==> src/rtl/universal_register_neg_clk_pkg.sv <==
// universal_register_neg_clk_pkg: shared mode encodings for the universal register
package universal_register_neg_clk_pkg;
  typedef enum logic [2:0] {
    MODE_HOLD = 3'b000,
    MODE_LOAD = 3'b001,
    MODE_SHR  = 3'b010,
    MODE_SHL  = 3'b011,
    MODE_ROR  = 3'b100,
    MODE_ROL  = 3'b101,
    MODE_INC  = 3'b110,
    MODE_DEC  = 3'b111
  } mode_e;
endpackage

==> src/rtl/universal_register_slice.sv <==
// universal_register_slice: one register bit with next-state mux, falling-edge flop and inc/dec ripple
module universal_register_slice
  import universal_register_neg_clk_pkg::*;
#(
  parameter logic RST_BIT = 1'b0
) (
  input  logic  clk,
  input  logic  rst,
  input  logic  en_n,
  input  mode_e mode,
  input  logic  d,
  input  logic  hi,
  input  logic  lo,
  input  logic  ci,
  output logic  q,
  output logic  co
);
  logic nxt;
  always_comb begin
    nxt = q;
    case (mode)
      MODE_LOAD:          nxt = d;
      MODE_SHR, MODE_ROR: nxt = hi;
      MODE_SHL, MODE_ROL: nxt = lo;
      MODE_INC, MODE_DEC: nxt = q ^ ci;
      default:            nxt = q;
    endcase
  end
  assign co = ci & (mode == MODE_DEC ? ~q : q);
  always_ff @(negedge clk) begin
    if (rst) q <= RST_BIT;
    else if (!en_n) q <= nxt;
  end
endmodule

==> src/rtl/universal_register_neg_clk.sv <==
// universal_register_neg_clk: falling-edge universal register with load/shift/rotate/inc/dec, carry and zero flags
module universal_register_neg_clk
  import universal_register_neg_clk_pkg::*;
#(
  parameter int                 WIDTH       = 8,
  parameter logic [WIDTH-1:0]   RESET_VALUE = '0
) (
  input  logic             Clkbar,
  input  logic             Reset,
  input  logic             Enbar,
  input  logic [2:0]       Mode,
  input  logic [WIDTH-1:0] in,
  input  logic             SerInR,
  input  logic             SerInL,
  output logic [WIDTH-1:0] out,
  output logic             Carry,
  output logic             Zero
);
  localparam int N = WIDTH - 1;
  mode_e mode;
  logic [WIDTH-1:0] hi, lo;
  logic [WIDTH:0] c;
  logic carry_nxt;
  assign mode = mode_e'(Mode);
  assign hi = {(mode == MODE_SHR) ? SerInR : out[0], out[N:1]};
  assign lo = {out[N-1:0], (mode == MODE_SHL) ? SerInL : out[N]};
  assign c[0] = 1'b1;
  for (genvar g = 0; g < WIDTH; g++) begin : g_bit
    universal_register_slice #(.RST_BIT(RESET_VALUE[g])) u_slice (
      .clk  (Clkbar),
      .rst  (Reset),
      .en_n (Enbar),
      .mode (mode),
      .d    (in[g]),
      .hi   (hi[g]),
      .lo   (lo[g]),
      .ci   (c[g]),
      .q    (out[g]),
      .co   (c[g+1])
    );
  end
  always_comb begin
    carry_nxt = Carry;
    case (mode)
      MODE_LOAD:          carry_nxt = 1'b0;
      MODE_SHR, MODE_ROR: carry_nxt = out[0];
      MODE_SHL, MODE_ROL: carry_nxt = out[N];
      MODE_INC, MODE_DEC: carry_nxt = c[WIDTH];
      default:            carry_nxt = Carry;
    endcase
  end
  always_ff @(negedge Clkbar) begin
    if (Reset) Carry <= 1'b0;
    else if (!Enbar) Carry <= carry_nxt;
  end
  assign Zero = ~|out;
endmodule

==> config.mk <==
export PLATFORM = sky130hd
export DESIGN_NAME = universal_register_neg_clk
export DESIGN_NICKNAME = d
export VERILOG_FILES = /design/src/rtl/universal_register_neg_clk_pkg.sv /design/src/rtl/universal_register_slice.sv /design/src/rtl/universal_register_neg_clk.sv
export SDC_FILE = /design/constraint.sdc
export NUM_CORES = 1
export LEC_CHECK = 0
export CORE_ASPECT_RATIO = 1.25
export CORE_UTILIZATION = 50
export CTS_CLUSTER_DIAMETER = 200
export DETAILED_ROUTE_END_ITERATION = 8
export GPL_ROUTABILITY_DRIVEN = 0
export MAX_ROUTING_LAYER = met4
export PLACE_DENSITY = 0.79
export SLEW_MARGIN = 10
export SYNTH_ARGS = -nofsm -noshare
export SYNTH_HDL_FRONTEND = slang
export SYNTH_SLANG_ARGS = --single-unit
==> constraint.sdc <==
create_clock -name Clkbar -period 2.7 [get_ports Clkbar]
set_clock_uncertainty 0.05 [all_clocks]
set_input_delay 0.54 -clock Clkbar [delete_from_list [all_inputs] [get_ports Clkbar]]
set_output_delay 0.54 -clock Clkbar [all_outputs]
set_load 0.1 [all_outputs]
==> results of run 1 <==
==> metrics by stage <==
stage               hold slack (ps)  cells  util [%]
global placement                538    229      81.8
floorplan                       561    159         -
detailed placement              550    229      81.8
==> kinds of logic after synthesis <==
family	after synthesis	share of synthesized area, %
simple gates	54	28.5
mux	9	7.93
buf+inv	33	14.8
compound gates	53	32.6
flops	9	15.4
xor+xnor	1	0.750
==> Yosys cell counts, types with 3 or more instances <==
library cell / number
o2bb2ai_1: 3
o21ai_0: 7
buf_2: 9
nand2_1: 8
nand3b_1: 5
a211oi_1: 3
inv_1: 6
o22ai_1: 3
nor3_1: 7
mux2i_1: 7
o21bai_1: 3
clkbuf_1: 9
a21oi_1: 11
nor2b_1: 4
buf_4: 8
nor2_1: 7
nor3b_1: 4
a31oi_1: 3
or3_1: 3
dfxtp_1: 9
==> out/qor.csv, run 1 <==
stage,metric,value,unit
place,HPWL after DPL,3.01,mm
cts,hold_buf cts,0,
place,Buffers on Ports,25,
floorplanning,Die Span Y,56.0,um
logic_synthesis,sequential-to-total area share from yosys stat,15.4,%
logic_synthesis,synthesized instance count,159,
floorplanning,Die X,45.2,um
logic_synthesis,share of the synthesized area in the top cell type,15.4,%
cts,# Post-CTS Setup Buffers,16,
cts,clk sinks,9,
logic_synthesis,synth warn,0,
run_status,outcome,aborted with a tool error,
logic_synthesis,Netlist Area Pre-Place,1170,sq um
run_status,Failed at,clock tree synthesis (4_1_cts),
cts,maximum clock insertion buffer count,2,
logic_synthesis,syn_nets,175,
logic_synthesis,top post-synthesis cells by area,"dfxtp_1 (15%), mux2i_1 (6.0%), buf_4 (5.1%)",
floorplanning,Initial Utilization,52.8,%
run_status,tool error,[ERROR DPL-0033] detailed placement checks failed during check placement.,
place,pre-CTS setup slack,-930,ps
logic_synthesis,"flops & latches, synth",9,
logic_synthesis,Synth cell types,51,
cts,TritonCTS buffer count,3,
logic_synthesis,ys flop type,dfxtp_1,
logic_synthesis,"FFs w/ async S/R, synth",0,%
place,Placed Area,1810,sq um
logic_synthesis,syn avg cell area,7.34,sq um
logic_synthesis,"EDFF count, synth",0,
cts,# resized after CTS,85,
floorplanning,Std-Cell Rows,19,
cts,CTS root buffer,clkbuf_4,
logic_synthesis,Synth area leader,dfxtp_1,
cts,H-tree depth,1,
floorplanning,io pins,26,
==> run 2: changes to the inputs <==
Settings changed: CORE_AREA set to 2 2 63 65, CORE_ASPECT_RATIO 1.25 to unset, CORE_UTILIZATION 50 to unset, CTS_CLUSTER_DIAMETER 200 to unset, DIE_AREA set to 0 0 65 67, MAX_ROUTING_LAYER met4 to unset, PLACE_DENSITY 0.79 to unset, PLACE_DENSITY_LB_ADDON set to 0.15.
==> out/qor.csv, run 2 <==
stage,metric,value,unit,change
global_routing,largest net degree at the start of global routing,17,,
flow_run,max_cap viols,0,,
cells_and_area,top flop regs,"g_bit.u_slice.q (8), Carry (1)",,
cts,H-tree depth,1,,unchanged
worst_setup_path,critical path cell sequence,"or4_4, nor4_4, buf_12",,
logic_synthesis,xor and xnor fraction of the mapped netlist area,0.750,%,unchanged
route,metal2 WL,2.30,mm,
global_routing,global-route wire length before repair,7.27,mm,
global_routing,GRT Total Usage,21.6,%,
cells_and_area,"commonest non-fill, non-tap cell in the layout",buf_4,,
timing,PnR worst setup slack,-864,ps,
route,final WL,4.68,mm,
logic_synthesis,Synth area leader,dfxtp_1,,
place,HPWL after DPL,2.96,mm,-1.7%
place,pre-CTS setup slack,-922,ps,+8.59 ps
cts,TritonCTS buffer count,3,,unchanged
worst_hold_path,Worst Hold Class,register to register,,
floorplanning,Die X,65,um,+44%
timing,"Hold Violations, Final",0,,
route,M1 wire length,2.04,mm,
floorplanning,Core Area,3610,sq um,
logic_synthesis,ys flop type,dfxtp_1,,
worst_setup_path,"Arr. time, crit path",2970,ps,
worst_setup_path,R2R Path End,g_bit[7].u_slice.q,,
place,Placed Area,1870,sq um,+3.1%
logic_synthesis,most frequent cells after synthesis,"a21oi_1 (11), buf_2 (9), clkbuf_1 (9), dfxtp_1 (9)",,
cells_and_area,largest reg by FF count,g_bit.u_slice.q,,
worst_setup_path,reg2reg path depth,7,,
logic_synthesis,Synth Area in Compound Gates,32.6,%,unchanged
route,number of remaining DRC errors,0,,
timing,final slew viol count,0,,
cts,clk slew on worst S/H paths,40,ps,
cts,hold_buf cts,0,,unchanged
cells_and_area,final non-filler cell total,282,,
logic_synthesis,share of the synthesized area in the top cell type,15.4,%,unchanged
worst_setup_path,Crit-path slowest cell,or4_4,,
floorplanning,io pins,26,,unchanged
pwr,Leak Pwr,1.06,nW,
worst_setup_path,reg2reg start,g_bit[1].u_slice.q,,
logic_synthesis,synth warn,0,,unchanged
cts,maximum clock insertion buffer count,2,,unchanged
cts,CTS root buffer,clkbuf_8,,
cells_and_area,# nets final,251,,
logic_synthesis,"EDFF count, synth",0,,unchanged
worst_setup_path,WP data required,2110,ps,
place,Buffers on Ports,25,,unchanged
logic_synthesis,mux share of post-synthesis cell area,7.93,%,unchanged
cts,CTS tree,yes,,
worst_setup_path,crit path from,g_bit[0].u_slice.q,,
logic_synthesis,most common cell in the netlist,a21oi_1,,
logic_synthesis,"FFs w/ async S/R, synth",0,%,unchanged
worst_setup_path,critical path launch point type,register,,
logic_synthesis,Post-Synth Adder-Cell Area,0,%,unchanged
worst_setup_path,"CP delay by family, top",simple AND/OR/NAND/NOR gates,,
route,top routing layer in use,met4,,
route,via count,1559,,
floorplanning,Die Span Y,67,um,+20%
route,met3 WL post-DR,298,um,
logic_synthesis,top post-synthesis cells by area,"dfxtp_1 (15%), mux2i_1 (6.0%), buf_4 (5.1%)",,
worst_setup_path,R2R setup slack,830,ps,
logic_synthesis,synthesized instance count,159,,unchanged
worst_setup_path,"Max FO, Critical Path",2,,
route,initial DRC count,101,,
cells_and_area,Fillers,268,,
worst_setup_path,CP Capture Point,Zero,,
timing,Rel. slew slack,79.1,%,
global_routing,total gr overflow,0,,
logic_synthesis,Netlist Area Pre-Place,1170,sq um,unchanged
logic_synthesis,sequential-to-total area share from yosys stat,15.4,%,unchanged
cells_and_area,most frequent cells in the layout,"buf_4 (45), buf_6 (15), buf_12 (14)",,
timing,Fin Hold WS,664,ps,
logic_synthesis,"flops & latches, synth",9,,unchanged
floorplanning,Std-Cell Rows,22,,+3
route,routed length per instance,16.6,um,
global_routing,vias in the first global route,1511,,
logic_synthesis,syn avg cell area,7.34,sq um,unchanged
logic_synthesis,largest family of logic cells by synthesized area,compound AO/OA/AOI/OAI gates,,
logic_synthesis,syn_nets,175,,unchanged
cells_and_area,final design area excluding fillers,2510,sq um,
cells_and_area,share of cells above drive strength 1,61.5,%,
pwr,power per cell area,401,nW/um^2,
run_status,failing checks,negative setup slack,,
logic_synthesis,Synth cell types,51,,unchanged
place,Inst Count DP,249,,+8.7%
worst_setup_path,critical path type,register to output pin,,
cells_and_area,synth-to-layout area growth,115,%,
cts,clk_lat worst skew,310,ps,
worst_setup_path,Crit path buffers/inverters,1,,
floorplanning,Initial Utilization,32.4,%,-20 points
timing,Final setup viols,16,,
route,via/cell ratio,5.53,,
cts,clk sinks,9,,unchanged
floorplanning,full die area,4360,sq um,
global_routing,initial antenna violation count,0,,
cells_and_area,Antenna Cells,0,,
timing,worst-margin pin slew,313,ps,
worst_setup_path,crit path capture type,output pin,,
worst_setup_path,WP depth,3,,
logic_synthesis,post-synthesis simple-gate area fraction,28.5,%,unchanged
cells_and_area,max reg flops,8,,
pwr,worst vdd ir,179,uV,
route,Post-DRT Antenna Nets,0,,
worst_setup_path,delay of the slowest critical-path stage,570,ps,
route,drt pass-1 iters,5,,
run_status,outcome,finished with violations,,
timing,RSZ-0062 raised after global routing,true,,
==> run 2: cell type report <==
| cell class | instances | area [sq um] | share of cell area [%] |
|---|---|---|---|
| Tap cell | 48 | 60.1 | 2.39 |
| Multi-Input combinational cell | 117 | 1140 | 45.4 |
| Inverter | 5 | 28.8 | 1.14 |
| Clock buffer | 3 | 41.3 | 1.64 |
| Clock inverter | 10 | 63.8 | 2.54 |
| Timing Repair Buffer | 90 | 987 | 39.3 |
| Sequential cell | 9 | 190 | 7.57 |
==> run 2: what timing repair did <==
item / 4_1_cts / 5_1_grt
pin swaps: 27 / 17
gates cloned: 1 / 0
gates resized for setup: 94 / 25
setup endpoints to repair: 19 / 19
buffers inserted: 15 / 7
==> run 2: per-layer routing <==
metal	GRT usage (%)	vias up
met1	27.3	747
met5	0	-
met4	8.24	0
li1	-	744
met3	3.21	4
met2	37.0	64
==> run 2: worst reg2reg max path, stage by stage (launching register included) <==
cell and delay (ps):
dfxtp_2 330, buf_6 110, buf_4 100, buf_4 220, nand4_1 260, mux2i_1 290, o21ai_2 100, a211o_1 290
==> run 2: worst min-delay path by stage <==
stage                     slack [ps]  depth (start not counted)                 end          startpoint
final                            660                          3               Carry               Carry
after global routing             700                          3               Carry               Carry
after CTS                        640                          3  g_bit[0].u_slice.q  g_bit[0].u_slice.q
after detailed placement         570                          3               Carry               Carry
after global placement           550                          3               Carry               Carry
after floorplan                  560                          3  g_bit[2].u_slice.q  g_bit[2].u_slice.q
==> run 2: power breakdown <==
part | total (W) | switching [W] | leakage [nW] | internal, W
Clock | 0.000314 | 0.0000989 | 0.0836 | 0.000215
Sequential | 0.000153 | 0.00000760 | 0.0770 | 0.000146
Combinational | 0.000541 | 0.000284 | 0.899 | 0.000256
==> run 2: kinds of logic after synthesis <==
group | after synthesis
flops | 9
xor+xnor | 1
mux | 9
buf+inv | 33
compound gates | 53
simple gates | 54
==> run 2: through the flow <==
step / setup TNS [ps] / util [%] / power, W
after CTS: -2610 / 65.4 / 0.000967
after global placement: -8220 / 51.7 / 0.000597
final: -2730 / 69.7 / 0.00101
after floorplan: -2800 / - / 0.000452
after detailed placement: -8370 / 51.7 / 0.000601
after global routing: -3240 / 69.7 / 0.00106
(Power assumes the default switching activity.)
==> run 3: changes to the inputs <==
Settings changed: CTS_CLUSTER_DIAMETER set to 60, MAX_ROUTING_LAYER set to met4.
==> out/qor.csv, run 3 (synthesis gave the netlist of run 2 again) <==
stage,metric,value,unit,change
worst_hold_path,Worst Hold Endpoint,g_bit[0].u_slice.q,,
timing,"Hold Violations, Final",0,,unchanged
route,drt pass-1 iters,4,,-1
cells_and_area,final non-filler cell total,281,,-0.35%
cts,hold_buf cts,0,,unchanged
cts,maximum clock insertion buffer count,2,,unchanged
route,Post-DRT Antenna Nets,0,,unchanged
cells_and_area,"commonest non-fill, non-tap cell in the layout",buf_4,,
cts,H-tree depth,1,,unchanged
timing,Rel. slew slack,79.2,%,+0.093 points
worst_setup_path,"Arr. time, crit path",2980,ps,about the same
timing,Final setup viols,16,,unchanged
worst_hold_path,hold-critical path depth,3,,unchanged
global_routing,GRT Total Usage,22.3,%,+0.61 points
global_routing,global-route wire length before repair,7.28,mm,about the same
cts,TritonCTS buffer count,3,,unchanged
cells_and_area,# nets final,250,,-0.40%
place,Inst Count DP,249,,unchanged
cells_and_area,top flop regs,"g_bit.u_slice.q (8), Carry (1)",,
cells_and_area,largest reg by FF count,g_bit.u_slice.q,,
floorplanning,Core Area,3610,sq um,unchanged
worst_setup_path,critical path launch point type,register,,
cells_and_area,share of cells above drive strength 1,61.4,%,-0.17 points
pwr,total chip power,0.00101,W,-0.19%
pwr,Combinational Power Share,53.6,%,about the same
cts,CTS tree,yes,,
place,Buffers on Ports,25,,unchanged
pwr,Leak Pwr,1.05,nW,-0.56%
place,HPWL after DPL,2.96,mm,unchanged
floorplanning,Die X,65,um,unchanged
place,Placed Area,1870,sq um,unchanged
route,initial DRC count,74,,-27%
floorplanning,full die area,4360,sq um,unchanged
floorplanning,Initial Utilization,32.4,%,unchanged
route,via count,1588,,+1.9%
cells_and_area,most frequent cells in the layout,"buf_4 (44), buf_6 (16), buf_12 (14)",,
route,via/cell ratio,5.65,,+2.2%
floorplanning,io pins,26,,unchanged
pwr,Reg power frac,15.2,%,about the same
worst_setup_path,reg2reg path depth,7,,unchanged
route,final WL,4.67,mm,-0.19%
worst_setup_path,WP data required,2110,ps,about the same
worst_setup_path,"Max FO, Critical Path",2,,unchanged
global_routing,vias in the first global route,1514,,+0.20%
cts,CTS root buffer,clkbuf_8,,
pwr,Sw Pwr,0.000390,W,about the same
timing,RSZ-0062 raised after global routing,true,,
worst_hold_path,Min-Delay Startpoint,g_bit[0].u_slice.q,,
route,routed length per instance,16.6,um,+0.16%
timing,worst-margin pin slew,312,ps,-1.39 ps
pwr,Clk pwr share,31.2,%,about the same
run_status,failing checks,negative setup slack,,
worst_setup_path,critical path type,register to output pin,,
pwr,power per cell area,402,nW/um^2,+0.26%
pwr,internal power,0.000615,W,-0.26%
global_routing,total gr overflow,0,,unchanged
flow_run,max_cap viols,0,,unchanged
cts,clk slew on worst S/H paths,30,ps,about the same
worst_setup_path,reg2reg start,g_bit[1].u_slice.q,,
place,pre-CTS setup slack,-922,ps,unchanged
timing,Fin Hold WS,666,ps,+2.53 ps
pwr,Switching Fraction,38.8,%,+0.045 points
cts,clk sinks,9,,unchanged
timing,final slew viol count,0,,unchanged
global_routing,initial antenna violation count,0,,unchanged
worst_setup_path,crit path capture type,output pin,,
global_routing,largest net degree at the start of global routing,17,,unchanged
timing,PnR worst setup slack,-867,ps,-2.89 ps
cells_and_area,max reg flops,8,,unchanged
cells_and_area,Antenna Cells,0,,unchanged
floorplanning,Std-Cell Rows,22,,unchanged
worst_setup_path,R2R setup slack,780,ps,-50 ps
cells_and_area,final design area excluding fillers,2500,sq um,-0.45%
cells_and_area,synth-to-layout area growth,114,%,
cts,clk_lat worst skew,310,ps,about the same
worst_hold_path,Worst Hold Class,register to register,,
run_status,outcome,finished with violations,,
floorplanning,Die Span Y,67,um,unchanged
worst_setup_path,R2R Path End,g_bit[7].u_slice.q,,
pwr,worst vdd ir,178,uV,about the same
route,number of remaining DRC errors,0,,unchanged
[run 3: cell count changes in the layout (fill, tap and decap cells not counted), sizes merged]
| cell | change |
|---|---|
| buf | -1 |
[run 3: critical path, cell delays in order, from the launching register on]
cell and delay [ps]:
dfxtp_1 300, or4_4 570, nor4_4 230, buf_12 220
[run 3: layout make-up]
cell class              count  area, sq um
clock inverters            10         63.8
well taps                  48         60.1
flip-flops and latches      9          190
inverters                   5         28.8
multi-input cells         117         1140
clock buffers               3         41.3
repair buffers             89          976
fillers                   270         1100
[run 3: stage by stage]
step                setup TNS, ps  util, %
floorplan                   -2800        -
global placement            -8220     51.7
detailed placement          -8370     51.7
CTS                         -2610     65.4
global route                -3240     69.4
finish                      -2770     69.4
[run 3: power by group through the flow]
stage / Sequential, W / Combinational [W] / Clock (W)
3_5_place_dp: 0.000152 / 0.000426 / 0.0000228
2_1_floorplan: 0.000154 / 0.000276 / 0.0000228
3_3_place_gp: 0.000151 / 0.000423 / 0.0000228
6_report: 0.000153 / 0.000539 / 0.000313
4_1_cts: 0.000153 / 0.000500 / 0.000314
5_1_grt: 0.000154 / 0.000563 / 0.000336
[run 3: metal layers]
| metal | GRT usage (%) | routed length (um) | vias up | share of wire, % |
|---|---|---|---|---|
| li1 | - | - | 743 | - |
| met1 | 27.3 | 2060 | 762 | 44 |
| met2 | 37.2 | 2290 | 71 | 49 |
| met3 | 3.04 | 240 | 12 | 5.1 |
| met4 | 8.24 | 80 | 0 | 1.7 |
| met5 | - | 0 | - | 0 |
[run 3: worst max-delay path by stage]
stage,startpoint,to
after floorplan,g_bit[2].u_slice.q,Zero
final,g_bit[0].u_slice.q,Zero
after CTS,g_bit[0].u_slice.q,Zero
after global routing,g_bit[0].u_slice.q,Zero
after global placement,Mode[2],g_bit[7].u_slice.q
after detailed placement,Mode[2],g_bit[7].u_slice.q
[run 3: timing repair]
action / CTS / global route
gates cloned: 1 / 0
gates resized for setup: 94 / 24
pin swaps: 27 / 13
setup endpoints to repair: 19 / 19
buffers inserted: 15 / 6
==> run 4: changes to the inputs <==
Settings changed: CAP_MARGIN set to 20, CTS_CLUSTER_DIAMETER 60 to unset.
==> results of run 4 <==
No change in the layout: final DEF, timing and power equal those of run 3.
==> RTL edit, RTL diff (flow settings as in run 3) <==
`WIDTH`: 8 -> 10.
--- a/src/rtl/universal_register_neg_clk.sv
+++ b/src/rtl/universal_register_neg_clk.sv
@@ -3,5 +3,5 @@
   import universal_register_neg_clk_pkg::*;
 #(
-  parameter int                 WIDTH       = 8,
+  parameter int                 WIDTH       = 10,
   parameter logic [WIDTH-1:0]   RESET_VALUE = '0
 ) (
Ports: changed (resized in and out); port bits go from 26 to 30. The function was not compared with the original's and may differ.
==> RTL edit against run 3 <==
  * The run still ends with negative setup slack left
  * Largest power group unchanged
  * Global-route usage rose by 2.2 points
  * Routed wire length grew 25%
  * Via count is 14% higher
  * Count of clock-buffer cells in the layout unchanged
  * Sequential cell count is 2 higher
  * Cell area is 7.0% higher
  * Power shrank 3.4%
  * Sequential power up 23%
  * Combinational power barely moved
  * Synthesized area rose by 7.6%
  * Setup slack better by 0.063 ns
  * Synthesized cell count up 11%
  * Highest routed layer unchanged
==> RTL edit: results (changes against run 3) <==
run_status:
  status: "finished with violations"  # unchanged
  violations: "negative setup slack"  # unchanged
hold_path:
  worst_hold_path_type: "reg -> reg"  # unchanged
  hold_path_depth: 2  # was 3
global_route:
  grt_max_degree: 13  # was 17
  grt_first_pass_wirelength_um: 7960  # was 7280 um
  grt_pass1_vias: 1740  # was 1,514
  grtUsageTotal_pct: 24.4  # was 22.3%
finish:
  drive_above_1_share_pct: 59.5  # was 61.4%
  fin_nets: 278  # was 250
  top_regs: "g_bit.u_slice.q (10), Carry (1)"  # was g_bit.u_slice.q (8), Carry (1)
  antenna_cells: 0  # unchanged
synthesis:
  ys_seq_area_share_pct: 17.5  # was 15.4%
  ys_types: 45  # was 51
  synthTopCellsByArea: "dfxtp_1 (18%), buf_4 (6.6%), nor2_1 (5.7%)"  # was dfxtp_1 (15%), mux2i_1 (6.0%), buf_4 (5.1%)
  ys_warn_count: 0  # unchanged
  async_flop_share_pct: 0  # unchanged
  ys_top_cells_by_count: "nor2_1 (19), a21oi_1 (14), o21ai_0 (12), buf_4 (11), dfxtp_1 (11)"  # was a21oi_1 (11), buf_2 (9), clkbuf_1 (9), dfxtp_1 (9)
  avgSynthCellArea_um2: 7.10  # was 7.34 um2
  syn_nets: 195  # was 175
  synth_ff_type: "dfxtp_1"  # unchanged
cts:
  cts_root_buf: "clkbuf_8"  # unchanged
  clkTransAtPathRegs_ns: 0.05  # was 0.03 ns
  numCtsBuffers: 3  # unchanged
  clock_path_buffers: 2  # unchanged
  clk_latency_ns: 0.32
  htree_num_levels: 1  # unchanged
drt:
  wl_um: 5840  # was 4670 um
  vias_per_cell: 5.89  # was 5.65
  drt-wirelength-per-cell_um: 19.0  # was 16.6 um
  drt_iter0_markers: 132  # was 74
  detailedRoute.firstPassIterationCount: 4  # unchanged
placement:
  io_buffers: 29  # was 25
  place_hpwl_um: 3130  # was 2960 um
  placed_cells: 267  # was 249
critical_path:
  crit_arrival_ns: 2.91  # was 2.98 ns
  crit_path_max_incr_delay_ns: 0.34  # was 0.57 ns
  worstRegToRegCells: 8  # was 7
  crit_path_top_delay_cell: "dfxtp_2"  # was or4_4
  crit_fanout: 2  # unchanged
power:
  vdd.ir_drop.worst_mv: 0.324  # was 0.178 mV
  p_leak_uw: 0.00110  # was 0.00105 uW
  power.switching_uw: 428  # was 390 uW
sta:
  worst_slack_ns: -0.804  # was -0.867 ns
  setup_viol: 23  # was 16
  maxSlewHeadroom_pct: 75.7  # was 79.2%
## RTL edit: metrics by stage
step | hold WS, ns | util [%] | setup WS (ns) | instance area, um2 | setup TNS (ns)
2_1_floorplan | 0.487 | - | -0.868 | 1440 | -3.42
3_3_place_gp | 0.438 | 55.3 | -0.944 | 1990 | -10.19
3_5_place_dp | 0.447 | 55.3 | -1.03 | 1990 | -10.65
4_1_cts | 0.462 | 67.7 | -0.786 | 2440 | -4.43
5_1_grt | 0.470 | 74.2 | -0.858 | 2680 | -5.17
6_report | 0.455 | 74.2 | -0.804 | 2680 | -4.38
## RTL edit: what timing repair did
action	in CTS	in global routing
pin swaps	24	22
gates resized for setup	71	53
endpoints found under the setup margin	23	23
endpoints found under the hold margin	0	0
buffers inserted	23	4
## RTL edit: worst max-delay path, delay by kind of cell (launching register included)
| kind | cells | cell delay (ns) |
|---|---|---|
| buffers and inverters | 2 | 0.39 |
| flip-flops | 1 | 0.34 |
| AND/OR/NAND/NOR | 3 | 0.52 |
## RTL edit: path summary, 6_finish.rpt
path | from | endpoint | slack, ns
max reg2reg | g_bit[2].u_slice.q$_SDFFE_NP0P_ | g_bit[6].u_slice.q$_SDFFE_NP0P_ | 0.58
min reg2reg | Carry$_SDFFE_NP0P_ | Carry$_SDFFE_NP0P_ | 0.46
max | g_bit[3].u_slice.q$_SDFFE_NP0P_ | Zero | -0.80
min | Carry$_SDFFE_NP0P_ | Carry$_SDFFE_NP0P_ | 0.46
## RTL edit: routing by layer
layer  track usage (%)  vias up  part of all wire [%]
li1                  -      816                     -
met1              26.3      871                    38
met2              41.4       91                    53
met3              5.57       29                   5.6
met4              14.1        0                   4.1
met5                 -        -                     0
## RTL edit: cell families after synthesis
group | synth area share (%)
xor+xnor | 2.09
mux | 9.36
simple gates | 29.8
flops | 17.5
compound gates | 27.2
buf+inv | 14.0
## RTL edit: layout make-up
class | instances | area, um2
Sequential cell | 11 | 245
Multi-Input combinational cell | 134 | 1250
Clock inverter | 12 | 45.0
Timing Repair Buffer | 94 | 1020
Fill cell | 248 | 930
Inverter | 5 | 18.8
Tap cell | 48 | 60.1
Clock buffer | 3 | 41.3
## RTL edit: power by group through the flow
stage | logic (uW) | clock network, uW | registers [uW]
floorplan | 264 | 27.3 | 188
global placement | 408 | 27.3 | 183
detailed placement | 412 | 27.3 | 183
CTS | 477 | 248 | 186
global route | 560 | 265 | 189
finish | 537 | 247 | 188
